$ cat src/rtl/exotiny_pkg.sv
// Shared types and constants for the exotiny instruction prefetch path.
package exotiny_pkg;

  localparam int WORDW = 32;

  typedef enum logic [1:0] {
    IDLE  = 2'd0,
    FETCH = 2'd1,
    PREF  = 2'd2
  } pf_state_e;

  function automatic int idx_width(input int depth);
    return (depth > 1) ? $clog2(depth) : 1;
  endfunction

endpackage

$ cat src/rtl/wb_iprefetch.sv
// One-line instruction prefetch buffer between the CPU imem port and the QSPI read path.
// state | meaning
// IDLE  | serve hits, launch demand reads or background line refill
// FETCH | demand read in flight, data forwarded to the CPU on mem_ack_i
// PREF  | speculative read of the lowest invalid word of the current line
module wb_iprefetch
  import exotiny_pkg::*;
#(
  parameter int DEPTH = 4,
  parameter int ADRW  = 22
) (
  input  logic             clk_i,
  input  logic             rst_i,
  input  logic             cpu_stb_i,
  input  logic [ADRW-1:0]  cpu_adr_i,
  output logic [WORDW-1:0] cpu_dat_o,
  output logic             cpu_ack_o,
  output logic             mem_stb_o,
  output logic [ADRW-1:0]  mem_adr_o,
  input  logic [WORDW-1:0] mem_dat_i,
  input  logic             mem_ack_i,
  input  logic             dmem_req_i,
  input  logic             inv_i
);

  localparam int IDXW = idx_width(DEPTH);
  localparam int TAGW = ADRW - IDXW;

  pf_state_e        state_q, state_d;
  logic [TAGW-1:0]  tag_q;
  logic             line_valid_q;
  logic [DEPTH-1:0] valid_q;
  logic [WORDW-1:0] data_q [DEPTH];
  logic             hit_ack_q, ack_prev_q, dmem_q, inv_pend_q;
  logic [WORDW-1:0] dat_q;
  logic             mem_stb_q;
  logic [ADRW-1:0]  mem_adr_q;

  logic [TAGW-1:0]  cpu_tag;
  logic [IDXW-1:0]  cpu_idx, mem_idx, pf_idx;
  logic             tag_hit, hit, busy, pf_need;
  logic             start_fetch, start_pref, new_line, hit_now, fwd, store;

  assign cpu_tag = cpu_adr_i[ADRW-1:IDXW];
  assign cpu_idx = cpu_adr_i[IDXW-1:0];
  assign mem_idx = mem_adr_q[IDXW-1:0];
  assign tag_hit = line_valid_q && (cpu_tag == tag_q);
  assign hit     = tag_hit && valid_q[cpu_idx] && !inv_i;
  // A request still held high during or right after its ack must not be served twice.
  assign busy    = hit_ack_q || ack_prev_q;
  assign pf_need = ~&valid_q;

  always_comb begin
    pf_idx = '0;
    for (int i = DEPTH - 1; i >= 0; i--) begin
      if (!valid_q[i]) pf_idx = IDXW'(i);
    end
  end

  always_comb begin
    state_d     = state_q;
    start_fetch = 1'b0;
    start_pref  = 1'b0;
    new_line    = 1'b0;
    hit_now     = 1'b0;
    fwd         = 1'b0;
    store       = 1'b0;
    case (state_q)
      IDLE: begin
        if (cpu_stb_i && !busy) begin
          if (hit) begin
            hit_now = 1'b1;
          end else begin
            start_fetch = 1'b1;
            new_line    = !tag_hit;
            state_d     = FETCH;
          end
        end else if (!cpu_stb_i && !dmem_req_i && !dmem_q && !inv_i &&
                     line_valid_q && pf_need) begin
          start_pref = 1'b1;
          state_d    = PREF;
        end
      end
      FETCH: begin
        if (mem_ack_i) begin
          fwd     = 1'b1;
          store   = !(inv_i || inv_pend_q);
          state_d = IDLE;
        end
      end
      PREF: begin
        if (mem_ack_i) begin
          fwd     = cpu_stb_i && (cpu_adr_i == mem_adr_q);
          store   = !(inv_i || inv_pend_q);
          state_d = IDLE;
        end
      end
      default: state_d = IDLE;
    endcase
  end

  assign cpu_ack_o = hit_ack_q || fwd;
  assign cpu_dat_o = fwd ? mem_dat_i : dat_q;
  assign mem_stb_o = mem_stb_q;
  assign mem_adr_o = mem_adr_q;

  always_ff @(posedge clk_i) begin
    if (rst_i) begin
      state_q      <= IDLE;
      tag_q        <= '0;
      line_valid_q <= 1'b0;
      valid_q      <= '0;
      hit_ack_q    <= 1'b0;
      ack_prev_q   <= 1'b0;
      dmem_q       <= 1'b0;
      inv_pend_q   <= 1'b0;
      dat_q        <= '0;
      mem_stb_q    <= 1'b0;
      mem_adr_q    <= '0;
    end else begin
      state_q    <= state_d;
      hit_ack_q  <= hit_now;
      ack_prev_q <= cpu_ack_o;
      dmem_q     <= dmem_req_i;
      if (hit_now) dat_q <= data_q[cpu_idx];
      if (start_fetch) begin
        mem_stb_q <= 1'b1;
        mem_adr_q <= cpu_adr_i;
        if (new_line) begin
          tag_q        <= cpu_tag;
          line_valid_q <= 1'b1;
        end
      end else if (start_pref) begin
        mem_stb_q <= 1'b1;
        mem_adr_q <= {tag_q, pf_idx};
      end else if (mem_ack_i && state_q != IDLE) begin
        mem_stb_q <= 1'b0;
      end
      if (new_line || inv_i) valid_q <= '0;
      else if (store) valid_q[mem_idx] <= 1'b1;
      // An invalidate seen mid-transfer poisons the word that is still on its way.
      if (state_q == IDLE || mem_ack_i) inv_pend_q <= 1'b0;
      else if (inv_i) inv_pend_q <= 1'b1;
    end
  end

  always_ff @(posedge clk_i) begin
    if (store) data_q[mem_idx] <= mem_dat_i;
  end

endmodule

$ cat config.mk
export PLATFORM = sky130hd
export DESIGN_NAME = wb_iprefetch
export DESIGN_NICKNAME = d
export VERILOG_FILES = /design/src/rtl/exotiny_pkg.sv /design/src/rtl/wb_iprefetch.sv
export SDC_FILE = /design/constraint.sdc
export NUM_CORES = 1
export LEC_CHECK = 0
export ABC_AREA = 0
export BUFFER_PORTS_ARGS = -buffer_cell sky130_fd_sc_hd__buf_2
export CORE_ASPECT_RATIO = 1.5
export CORE_MARGIN = 8
export CORE_UTILIZATION = 38
export DETAILED_ROUTE_END_ITERATION = 12
export PLACE_DENSITY = 0.59
export SYNTH_ARGS = -nofsm -noshare
export SYNTH_HDL_FRONTEND = slang
export SYNTH_SLANG_ARGS = --single-unit
$ cat constraint.sdc
create_clock -name clk_i -period 4.9 [get_ports clk_i]
set_input_delay 0.245 -clock clk_i [delete_from_list [all_inputs] [get_ports clk_i]]
set_output_delay 0.245 -clock clk_i [all_outputs]
set_load 0.05 [all_outputs]
# Word-level counts from Yosys, hierarchy flattened

Memories as Yosys holds them, arrays and structs flattened. A register that Yosys moved wholly into a read port is not among the register bits.
Cells that the tools add are included.

Bits in registers: 54
Memory bits (writable): 128
Input port bits: 60
Output and inout port bits: 56
Memories: 1

$lt $le $gt $ge: 3
Eq/ne operators: 7
Multiplexer cells: 38
Bitwise logic cells: 1
Reductions and logical operators: 35

Memory list:

| memory | words | width | read ports | clocked after Yosys merged registers in | write ports | RTL line           | source |
|---|---|---|---|---|---|---|---|
| data_q | 4     | 32    | 1          | 1                                       | 1           | wb_iprefetch.sv:33 | `logic [WORDW-1:0] data_q [DEPTH];` |

Operators with widths:

| kind               | count |
|---|---|
| $mux 22            | 2 |
| $mux 32            | 1 |
| $mux 1             | 23 |
| $eq 22x22->1       | 1 |
| $eq 20x20->1       | 1 |
| $mux 2             | 8 |
| $logic_and 1x1->1  | 12 |
| $logic_not 1->1    | 8 |
| $lt 2x3->1 const B | 2 |
| $ne 3x3->1 const B | 2 |
| $reduce_or 2->1    | 3 |
| $logic_or 1x1->1   | 5 |
| $or 4x4->4         | 1 |
| $pmux 2 s2         | 1 |
| $reduce_and 4->1   | 1 |
| $reduce_bool 2->1  | 2 |
| $reduce_and 3->1   | 1 |
| $reduce_bool 3->1  | 1 |
| $bmux 1 s2         | 1 |
| $demux 1 s2        | 1 |
| $eq 2x1->1 const B | 1 |
| $eq 2x2->1 const B | 1 |
| $ge 2x1->1 const B | 1 |
| $logic_not 2->1    | 1 |
| other kinds (3)    | 3 |

# Logic depth before layout (Yosys ltp)

Gate-level depths: netlist of run 1.

Word-level depth: 11
Depth in mapped cells: 9
Mapped depth without buffers: 7

# Worst setup path before layout of run 1

No wires, ideal clock.

Kind: register -> register
Start: register state_q[0]
End: memory data_q[0][0], enable pin
Arrival: 3.440 ns
Slack: 0.989 ns
Stages on the path, launching flop included: 6
Path buffers: 0
Path through: dfxtp_1 > inv_1 > ha_1 > nand2_1 > nor3_1 > nor3b_1

Longest elaborated chain between the ends: 5
Elaborated cells on any way between the ends: 6
Classes of those cells: 2 x eq/ne; 3 x mux; 1 x reduce/logical

RTL lines:

| what                                     | RTL line            | source |
|---|---|---|
| start: declaration                       | wb_iprefetch.sv:29  | `pf_state_e state_q, state_d;` |
| start signal: assignment                 | wb_iprefetch.sv:121 | `state_q <= state_d;` |
| $eq 2x2->1 or $eq 2x1->1 (tied branches) | wb_iprefetch.sv:68  | `case (state_q)` |
| $reduce_or 2->1 (no line) *              | n/a                 |  |
| $mux 1 *                                 | n/a                 |  |
| $mux 1 *                                 | wb_iprefetch.sv:148 | `if (store) data_q[mem_idx] <= mem_dat_i;` |
| $mux 1 (not written as such) *           | wb_iprefetch.sv:148 |  |
| end: declaration                         | wb_iprefetch.sv:33  |  |

Every way passes the cells marked *; elsewhere a longest branch is shown, timed or not.

# Worst setup path in the final report of run 1

Start: register mem_adr_q[0], in the netlist mem_adr_o[0]
End: output port cpu_dat_o[25]

Longest elaborated chain between the ends: 5

RTL lines:

| what                     | RTL line            | source |
|---|---|---|
| start: declaration       | wb_iprefetch.sv:37  | `logic [ADRW-1:0] mem_adr_q;` |
| start signal: assignment | wb_iprefetch.sv:128 | `mem_adr_q <= cpu_adr_i;` |
| start signal: assignment | wb_iprefetch.sv:135 | `mem_adr_q <= {tag_q, pf_idx};` |
| $eq 22x22->1             | wb_iprefetch.sv:93  | `fwd = cpu_stb_i && (cpu_adr_i == mem_adr_q);` |
| $logic_and 1x1->1        | wb_iprefetch.sv:93  |  |
| $mux 1                   | wb_iprefetch.sv:92  | `if (mem_ack_i) begin` |
| $pmux 1 s2               | wb_iprefetch.sv:68  |  |
| $mux 32                  | wb_iprefetch.sv:103 | `assign cpu_dat_o = fwd ? mem_dat_i : dat_q;` |
| end: declaration         | wb_iprefetch.sv:16  | `output logic [WORDW-1:0] cpu_dat_o,` |

Every way passes these cells.

==> impl_metrics.yaml, run 1 <==
power_and_ir_drop:
  p_per_area_nw_per_um2: 390.4
  leakage_nw: 4.102
  vdd_drop_max_mv: 0.3767
  total_power_mw: 4.337
run_status:
  status: "completed"
grt:
  grt_pass1_vias: 6120
  grt_pass1_wl_mm: 34.64
  antenna_found_initial: 0
  gr-total-overflow: 0
  met3_usage: 0.02531
  grt_max_degree: 84
  met1_usage: 0.1734
  grt_util_met2: 0.2757
  track_usage: 0.1512
  top_usage_layer: "met2"
sta:
  final_hold_viol_count: 0
  period_share: 0.7431
  fin_crit_ps: 3641
  max-slew-margin-rel: 0.2219
  fin_tns_setup_ps: 0
  drv_slew: 0
  rsz0062_at_grt: "false"
  fin_skew_ps: 11.61
  setup_viol_count_final: 0
  timing_worst_slew_pin_value_ps: 1166
  fmaxAchievable_ghz: 0.2746
floorplanning:
  die_w_um: 142.2
  core_um2: 23570
  die_h_um: 205.2
  start_util: 0.3849
  rows: 69
  dieArea_um2: 29170
  io_pins: 116
logic_synthesis:
  ys_seq_area_frac: 0.6135
  synth.ff_latch_count: 214
  yosys_warnings: 0
  synth_nets: 690
  async_reset_ff_frac: 0
  synth-edff-count: 128
  netlist_area_um2: 9071
  synth_cell_type_count: 46
  postSynthCellCount: 627
  avgSynthCellArea_um2: 14.47
  dominantRegCellSynth: "edfxtp_1"
routing:
  route.detailed.drc: 0
  vias: 5762
  wl_per_cell_um: 20.07
  route.final.wire_length_mm: 22.14
  viasPerCell: 5.224
  drt_iter0_markers: 233
  dr.pass1.iters: 4
  ant_nets: 0
worst_setup_path:
  cp_max_fo: 34
  timing.rr.end: "mem_adr_o[11]"
  worstPathRequired_ps: 4660
  worstSetupEndpointType: "primary output"
  crit_type: "register to primary output"
  crit_arrival_ps: 3400
  r2r_start: "tag_q[8]"
  rrSetupSlack_ps: 1830
  reg2regPathDepth: 6
  worst_setup_path_start_kind: "register"
final_layout:
  drive_gt1_frac: 0.3304
  layout.cells.most_common_list: "128 x edfxtp_1, 114 x buf_2, 86 x dfxtp_1"
  final_common_cell: "edfxtp_1"
  syn_to_final_growth_pct: 22.47
  utilization: 0.4714
  final.fill_count: 2092
  nNetsFinal: 831
  antenna_cells: 0
  final_cells: 1103
placed_design:
  dp.cells: 1029
  io_buffers: 115
  gp_congestion: 0.7588
  dp.final_hpwl_mm: 14.06
clocking:
  cts_root_buf: "clkbuf_16"
  cts.clk_slew.worst_paths_ps: 70
  cts_setup_buffers: 0
  clock_sinks: 214
  cts_tree: "built"
  clock_path_buffers: 3
  clk_latency_ps: 500
  cts_max_level: 1
  cts_buffers: 22
min_path:
  worstHoldStart: "cpu_adr_i[6]"
  min_to: "tag_q[4]"
  hold_class: "primary input to register"
  holdPathStages: 3
flow_run:
  drv_cap: 0
what timing repair did:
action,in CTS,in global routing
setup endpoints to repair,0,0
hold buffers,34,0
resized for setup,0,0
endpoints found under the hold margin,130,0
registers in the layout, indices dropped and copies added (netlist names):
| signal | cells |
|---|---|
| tag_q | 20 |
| mem_adr_o | 22 |
| state_q | 2 |
| ack_prev_q | 1 |
| hit_ack_q | 1 |
| dmem_q | 1 |
| dat_q | 32 |
| line_valid_q | 1 |
| inv_pend_q | 1 |
| data_q | 128 |
| mem_stb_o | 1 |
| valid_q | 4 |
per-stage QoR:
stage / hold slack, ps / cell area [um^2] / setup slack, ps
floorplan: 323.7 / 9071 / 989.0
global placement: 462.0 / 9923 / 1792
detailed placement: 466.4 / 9923 / 1724
CTS: 25.86 / 11110 / 1232
global route: 61.24 / 11110 / 1113
finish: 48.86 / 11110 / 1259
worst max-delay path by stage:
| stage | end | slack [ps] | cells past startpoint | start |
|---|---|---|---|---|
| floorplan | data_q[0][0] | 990 | 5 | state_q[0] |
| global placement | cpu_dat_o[9] | 1790 | 8 | cpu_adr_i[1] |
| detailed placement | cpu_dat_o[25] | 1720 | 8 | cpu_adr_i[1] |
| CTS | cpu_dat_o[25] | 1230 | 7 | mem_adr_o[0] |
| global route | cpu_dat_o[5] | 1110 | 7 | mem_adr_o[0] |
| finish | cpu_dat_o[25] | 1260 | 7 | mem_adr_o[0] |
cells by family (layout without fill, tap and decap cells):
group / after synthesis / count (layout) / share of synthesized area
flops: 214 / 214 / 0.6135
mux: 117 / 117 / 0.1790
buf+inv: 45 / 202 / 0.02607
simple gates: 146 / 146 / 0.07738
fa+ha+maj: 3 / 3 / 0.004138
compound gates: 61 / 61 / 0.06028
xor+xnor: 41 / 41 / 0.03959
Yosys cell counts (10+ instances only):
| cell | number | area share |
|---|---|---|
| edfxtp_1 | 128 | 0.42 |
| dfxtp_1 | 86 | 0.19 |
| nor2_1 | 58 | 0.024 |
| mux2i_1 | 52 | 0.057 |
| mux4_2 | 33 | 0.082 |
| mux2_2 | 32 | 0.040 |
| xor2_1 | 31 | 0.030 |
| nand2_1 | 29 | 0.012 |
| clkbuf_1 | 23 | 0.0095 |
| nor3_1 | 23 | 0.013 |
| o21ai_0 | 21 | 0.012 |
| a311oi_2 | 19 | 0.031 |
| nor4_1 | 11 | 0.0076 |
| xnor2_1 | 10 | 0.0097 |
layout make-up:
cell class | count | area, um^2 | share of cell area
clock inverters | 12 | 221.5 | 0.01993
flip-flops and latches | 214 | 5565 | 0.5010
clock buffers | 28 | 624.3 | 0.05620
repair buffers | 156 | 970.9 | 0.08740
multi-input cells | 368 | 3306 | 0.2976
well taps | 319 | 399.1 | 0.03593
inverters | 6 | 22.52 | 0.002027
where the power goes:
part | leakage (nW) | switching (mW) | total, mW | internal [mW]
Combinational | 1.83 | 0.269 | 0.425 | 0.156
Clock | 0.417 | 0.706 | 1.93 | 1.22
Sequential | 1.86 | 0.0345 | 1.98 | 1.95
layer usage:
metal,vias up,share of wire
met5,-,0
met4,0,0.028
met3,38,0.046
met2,161,0.53
met1,2913,0.40
li1,2650,-
worst max-delay path, cell delays in order (launching register included):
cell and delay (ps):
dfxtp_1 380, xnor2_1 310, nand4_1 140, nor4_1 280
a41oi_1 230, nor2_4 890, mux2_2 420, buf_2 210
No activity file was read; power rests on OpenSTA's default activity.
==> inputs of run 2 (changes only) <==
Clock period 4.9 ns to 3.4 ns, I/O delays scaled along.
==> impl_metrics.yaml, run 2 (synthesized netlist as in run 1, its figures left out) <==
run_status:
  status: "completed"
placed_design:
  dp.final_hpwl_mm: 14.30
  dp.cells: 1037
  io_buffers: 115
  gp_congestion: 0.7752
final_layout:
  seq_area_um2: 5565
  final_cells: 1131
  syn_to_final_growth_pct: 24.92
  regMostFlops: "data_q"
  utilization: 0.4808
  largest_reg_flops: 128
  nNetsFinal: 860
  final.fill_count: 2089
  final_common_cell: "edfxtp_1"
  multi_input_area_um2: 3302
  antenna_cells: 0
  drive_gt1_frac: 0.3251
  layout.cells.most_common_list: "128 x edfxtp_1, 114 x buf_2, 86 x dfxtp_1"
routing:
  viasPerCell: 5.197
  wl_per_cell_um: 20.03
  ant_nets: 0
  route.final.wire_length_mm: 22.66
  vias: 5878
  drt_iter0_markers: 333
  dr.pass1.iters: 4
  route.detailed.drc: 0
power_and_ir_drop:
  leakage_nw: 4.197
  power_frac_comb: 0.106
  vdd_drop_max_mv: 0.3896
  p_per_area_nw_per_um2: 531.4
  p_int_mw: 4.601
  pwr-share-clk: 0.420
  p_sw_mw: 1.420
  switching_share: 0.2359
  seqPwrFrac: 0.475
worst_setup_path:
  cp_num_cells: 7
  worst_setup_path_start_kind: "register"
  worstPathRequired_ps: 3230
  path_cells: "xor2_1 > nor4_1 > a41oi_1 > nor2_4 > buf_12 > mux2_2 > buf_2"
  r2r_start: "tag_q[15]"
  rrSetupSlack_ps: 780
  crit_arrival_ps: 2970
  timing.rr.end: "mem_adr_o[7]"
  path_buf_inv: 2
  endpoint: "cpu_dat_o[31]"
  cp_max_fo: 34
  critPathSlowestCell: "dfxtp_1"
  crit_family: "simple AND/OR/NAND/NOR gates"
  slowest_delay_ps: 580
  worstSetupEndpointType: "primary output"
  crit_type: "register to primary output"
  startpoint: "mem_adr_o[1]"
  reg2regPathDepth: 7
grt:
  grt_pass1_wl_mm: 36.03
  antenna_found_initial: 0
  track_usage: 0.1571
  grt_pass1_vias: 6440
  grt_max_degree: 84
  gr-total-overflow: 0
clocking:
  cts_root_buf: "clkbuf_16"
  clock_sinks: 214
  clock_path_buffers: 3
  cts_resized: 0
  cts_max_level: 1
  clk_latency_ps: 500
  cts_tree: "built"
  cts_buffers: 23
  cts.clk_slew.worst_paths_ps: 60
sta:
  fmaxAchievable_ghz: 0.3180
  setup_viol_count_final: 0
  timing_worst_slew_pin_value_ps: 1152
  fin_skew_ps: 24.40
  fin_tns_setup_ps: 0
  final_hold_viol_count: 0
  hold_slack_ps: 35.14
  max-slew-margin-rel: 0.2317
  rsz0062_at_grt: "false"
  fin_crit_ps: 3144
  drv_slew: 0
  period_share: 0.9248
floorplanning:
  dieArea_um2: 29170
  rows: 69
  die_h_um: 205.2
  core_um2: 23570
  die_w_um: 142.2
  io_pins: 116
  start_util: 0.3849
min_path:
  hold_class: "primary input to register"
  holdPathStages: 3
flow_run:
  drv_cap: 0
[run 2: what timing repair did]
item / 4_1_cts / 5_1_grt
hold endpoints to repair: 150 / 0
setup buffers: 0 / 0
endpoints found under the setup margin: 0 / 0
hold buffers: 54 / 0
[run 2: worst min path at each step]
stage	from	to	slack [ps]
floorplan	mem_ack_i	inv_pend_q	250
finish	inv_i	inv_pend_q	40
global route	inv_i	inv_pend_q	60
CTS	inv_i	inv_pend_q	6
global placement	mem_ack_i	inv_pend_q	390
detailed placement	mem_ack_i	inv_pend_q	400
[run 2: final cells by class]
type,count,area share
sequential,214,0.4911
multi-input combinational,368,0.2914
timing repair buffer,184,0.1120
clock buffer,33,0.06017
tap,319,0.03522
clock inverter,7,0.008170
inverter,6,0.001987
[run 2: worst min-delay path, cell delays in order]
cell and delay (ps):
buf_2 150, nor2_1 100, nor4_1 50
[run 2: power by group through the flow]
stage                     combinational (mW)  sequential, mW  clock (mW)
after floorplan                        0.307            2.99           0
after global placement                 0.589            2.91           0
after detailed placement               0.594            2.91           0
after CTS                              0.645            2.86        2.61
after global routing                   0.684            2.86        2.70
final                                  0.636            2.86        2.53
[run 2: metrics by stage]
stage / area (um^2) / setup slack, ps / power (mW)
3_5_place_dp: 10020 / 707.7 / 3.507
4_1_cts: 11330 / 150.4 / 6.111
3_3_place_gp: 10020 / 738.3 / 3.497
6_report: 11330 / 255.7 / 6.021
5_1_grt: 11330 / 142.8 / 6.245
2_1_floorplan: 9076 / 539.8 / 3.299
[run 2: routing by layer]
metal	track usage	up-vias	wire (um)
met5	0	-	0
met4	0.06045	0	724
met3	0.02508	49	1131
met2	0.2839	179	11840
met1	0.1820	2937	8964
li1	-	2713	-
==> inputs of run 3 (changes only) <==
Settings changed: CORE_MARGIN 8 to 3, REMOVE_ABC_BUFFERS set to 1.
==> impl_metrics.yaml, run 3 (synthesized netlist as in run 1, its figures left out) <==
sta:
  rsz0062_at_grt: "false"
  timing_worst_slew_pin_value_ps: 946.6
  drv_slew: 0
  fmaxAchievable_ghz: 0.3309
  period_share: 0.8888
  hold_slack_ps: 22.41
  setup_slack_ps: 378.2
  setup_viol_count_final: 0
  final_hold_viol_count: 0
  fin_skew_ps: 15.08
  max-slew-margin-rel: 0.3690
  fin_crit_ps: 3022
min_path:
  hold_class: "primary input to register"
floorplanning:
  start_util: 0.3905
  io_pins: 116
  core_um2: 23230
  rows: 68
  die_h_um: 195.2
  die_w_um: 132.2
  dieArea_um2: 25800
routing:
  route.final.wire_length_mm: 22.13
  route.detailed.drc: 0
  wl_per_cell_um: 19.67
  dr.pass1.iters: 4
  vias: 5860
  viasPerCell: 5.209
  ant_nets: 0
  drt_iter0_markers: 370
power_and_ir_drop:
  vdd_drop_max_mv: 0.3187
  power_frac_comb: 0.107
  p_per_area_nw_per_um2: 518.4
  switching_share: 0.2407
  p_sw_mw: 1.403
  seqPwrFrac: 0.490
  p_int_mw: 4.423
  leakage_nw: 4.156
  pwr-share-clk: 0.403
worst_setup_path:
  crit_arrival_ps: 2850
  worstPathRequired_ps: 3230
  cp_max_fo: 34
  crit_type: "primary input to primary output"
  worst_setup_path_start_kind: "primary input"
  worstSetupEndpointType: "primary output"
final_layout:
  final_common_cell: "edfxtp_1"
  drive_gt1_frac: 0.3222
  design_area_um2: 11240
  largest_reg_flops: 128
  antenna_cells: 0
  layout.cells.most_common_list: "128 x edfxtp_1, 114 x buf_2, 86 x dfxtp_1"
  syn_to_final_growth_pct: 23.89
  nNetsFinal: 857
  final_cells: 1125
  regMostFlops: "data_q"
  final.fill_count: 2040
placed_design:
  gp_congestion: 0.8305
  dp.final_hpwl_mm: 13.80
  pre_cts_ws_ps: 800.1
  place_area_um2: 10010
  io_buffers: 115
  dp.cells: 1034
clocking:
  cts_tree: "built"
  cts_buffers: 22
  clk_latency_ps: 490
  clock_path_buffers: 3
  clock_sinks: 214
  cts_resized: 0
  cts_max_level: 1
  cts_setup_buffers: 0
  cts.clk_slew.worst_paths_ps: 60
  cts_root_buf: "clkbuf_16"
grt:
  antenna_found_initial: 1
  grt_pass1_vias: 6209
  gr-total-overflow: 0
  grt_max_degree: 71
  grt_pass1_wl_mm: 34.61
  track_usage: 0.1685
run_status:
  status: "completed"
flow_run:
  drv_cap: 0
## run 3: cell count changes in the layout (fill, tap and decap cells not counted), sizes merged
| cell | before | now |
|---|---|---|
| clkinvlp | 2 | 1 |
| clkbuf | 33 | 32 |
| buf | 130 | 131 |
| clkinv | 2 | 5 |
| bufinv | 2 | 1 |
| dlygate4sd3 | 54 | 51 |
## run 3: path summary, 6_finish.rpt
check	startpoint	endpoint	slack [ps]	depth (start not counted)
min reg2reg	line_valid_q	line_valid_q	470	2
max reg2reg	tag_q[6]	mem_adr_o[10]	780	7
max	cpu_adr_i[6]	cpu_dat_o[9]	380	9
min	cpu_adr_i[13]	tag_q[11]	20	3
## run 3: layer usage
| metal | routed length [um] | up-vias | global-route usage | part of all wire |
|---|---|---|---|---|
| met2 | 11750 | 170 | 0.3083 | 0.53 |
| met4 | 459 | 2 | 0.05021 | 0.021 |
| met3 | 878 | 32 | 0.02294 | 0.040 |
| li1 | - | 2708 | - | - |
| met5 | 13 | - | 0 | 0.00059 |
| met1 | 9027 | 2948 | 0.2062 | 0.41 |
## run 3: area by class of cell
cell class / count / area [um^2] / area share
multi-input combinational: 368 / 3296 / 0.2933
tap: 315 / 394.1 / 0.03507
inverter: 6 / 22.52 / 0.002004
sequential: 214 / 5565 / 0.4952
clock inverter: 8 / 85.08 / 0.007571
clock buffer: 32 / 629.4 / 0.05600
timing repair buffer: 182 / 1246 / 0.1109
## run 3: timing repair
action / in CTS / in global routing
hold buffers: 51 / 0
setup endpoints to repair: 0 / 0
endpoints found under the hold margin: 147 / 0
## run 3: worst max-delay path, cell delays in order
cell and delay [ps]:
dlygate4sd3_1 540, buf_2 160, xor2_1 150, nor4_1 510, a41oi_1 280, nor2_4 170, buf_12 250, mux2_2 380
buf_2 210
## run 3: power by group through the flow
stage                     clock network [mW]  registers, mW  logic [mW]
after global routing                    2.53           2.86       0.672
final                                   2.35           2.86       0.624
after global placement                     0           2.91       0.570
after detailed placement                   0           2.91       0.583
after CTS                               2.41           2.86       0.632
after floorplan                            0           2.99       0.268
## run 3: metrics by stage
stage / power (mW) / TNS [ps] / util
4_1_cts: 5.901 / 0 / 0.4838
5_1_grt: 6.061 / 0 / 0.4838
6_report: 5.826 / 0 / 0.4838
3_5_place_dp: 3.494 / 0 / 0.4311
3_3_place_gp: 3.477 / 0 / 0.4311
2_1_floorplan: 3.260 / -16800 / -
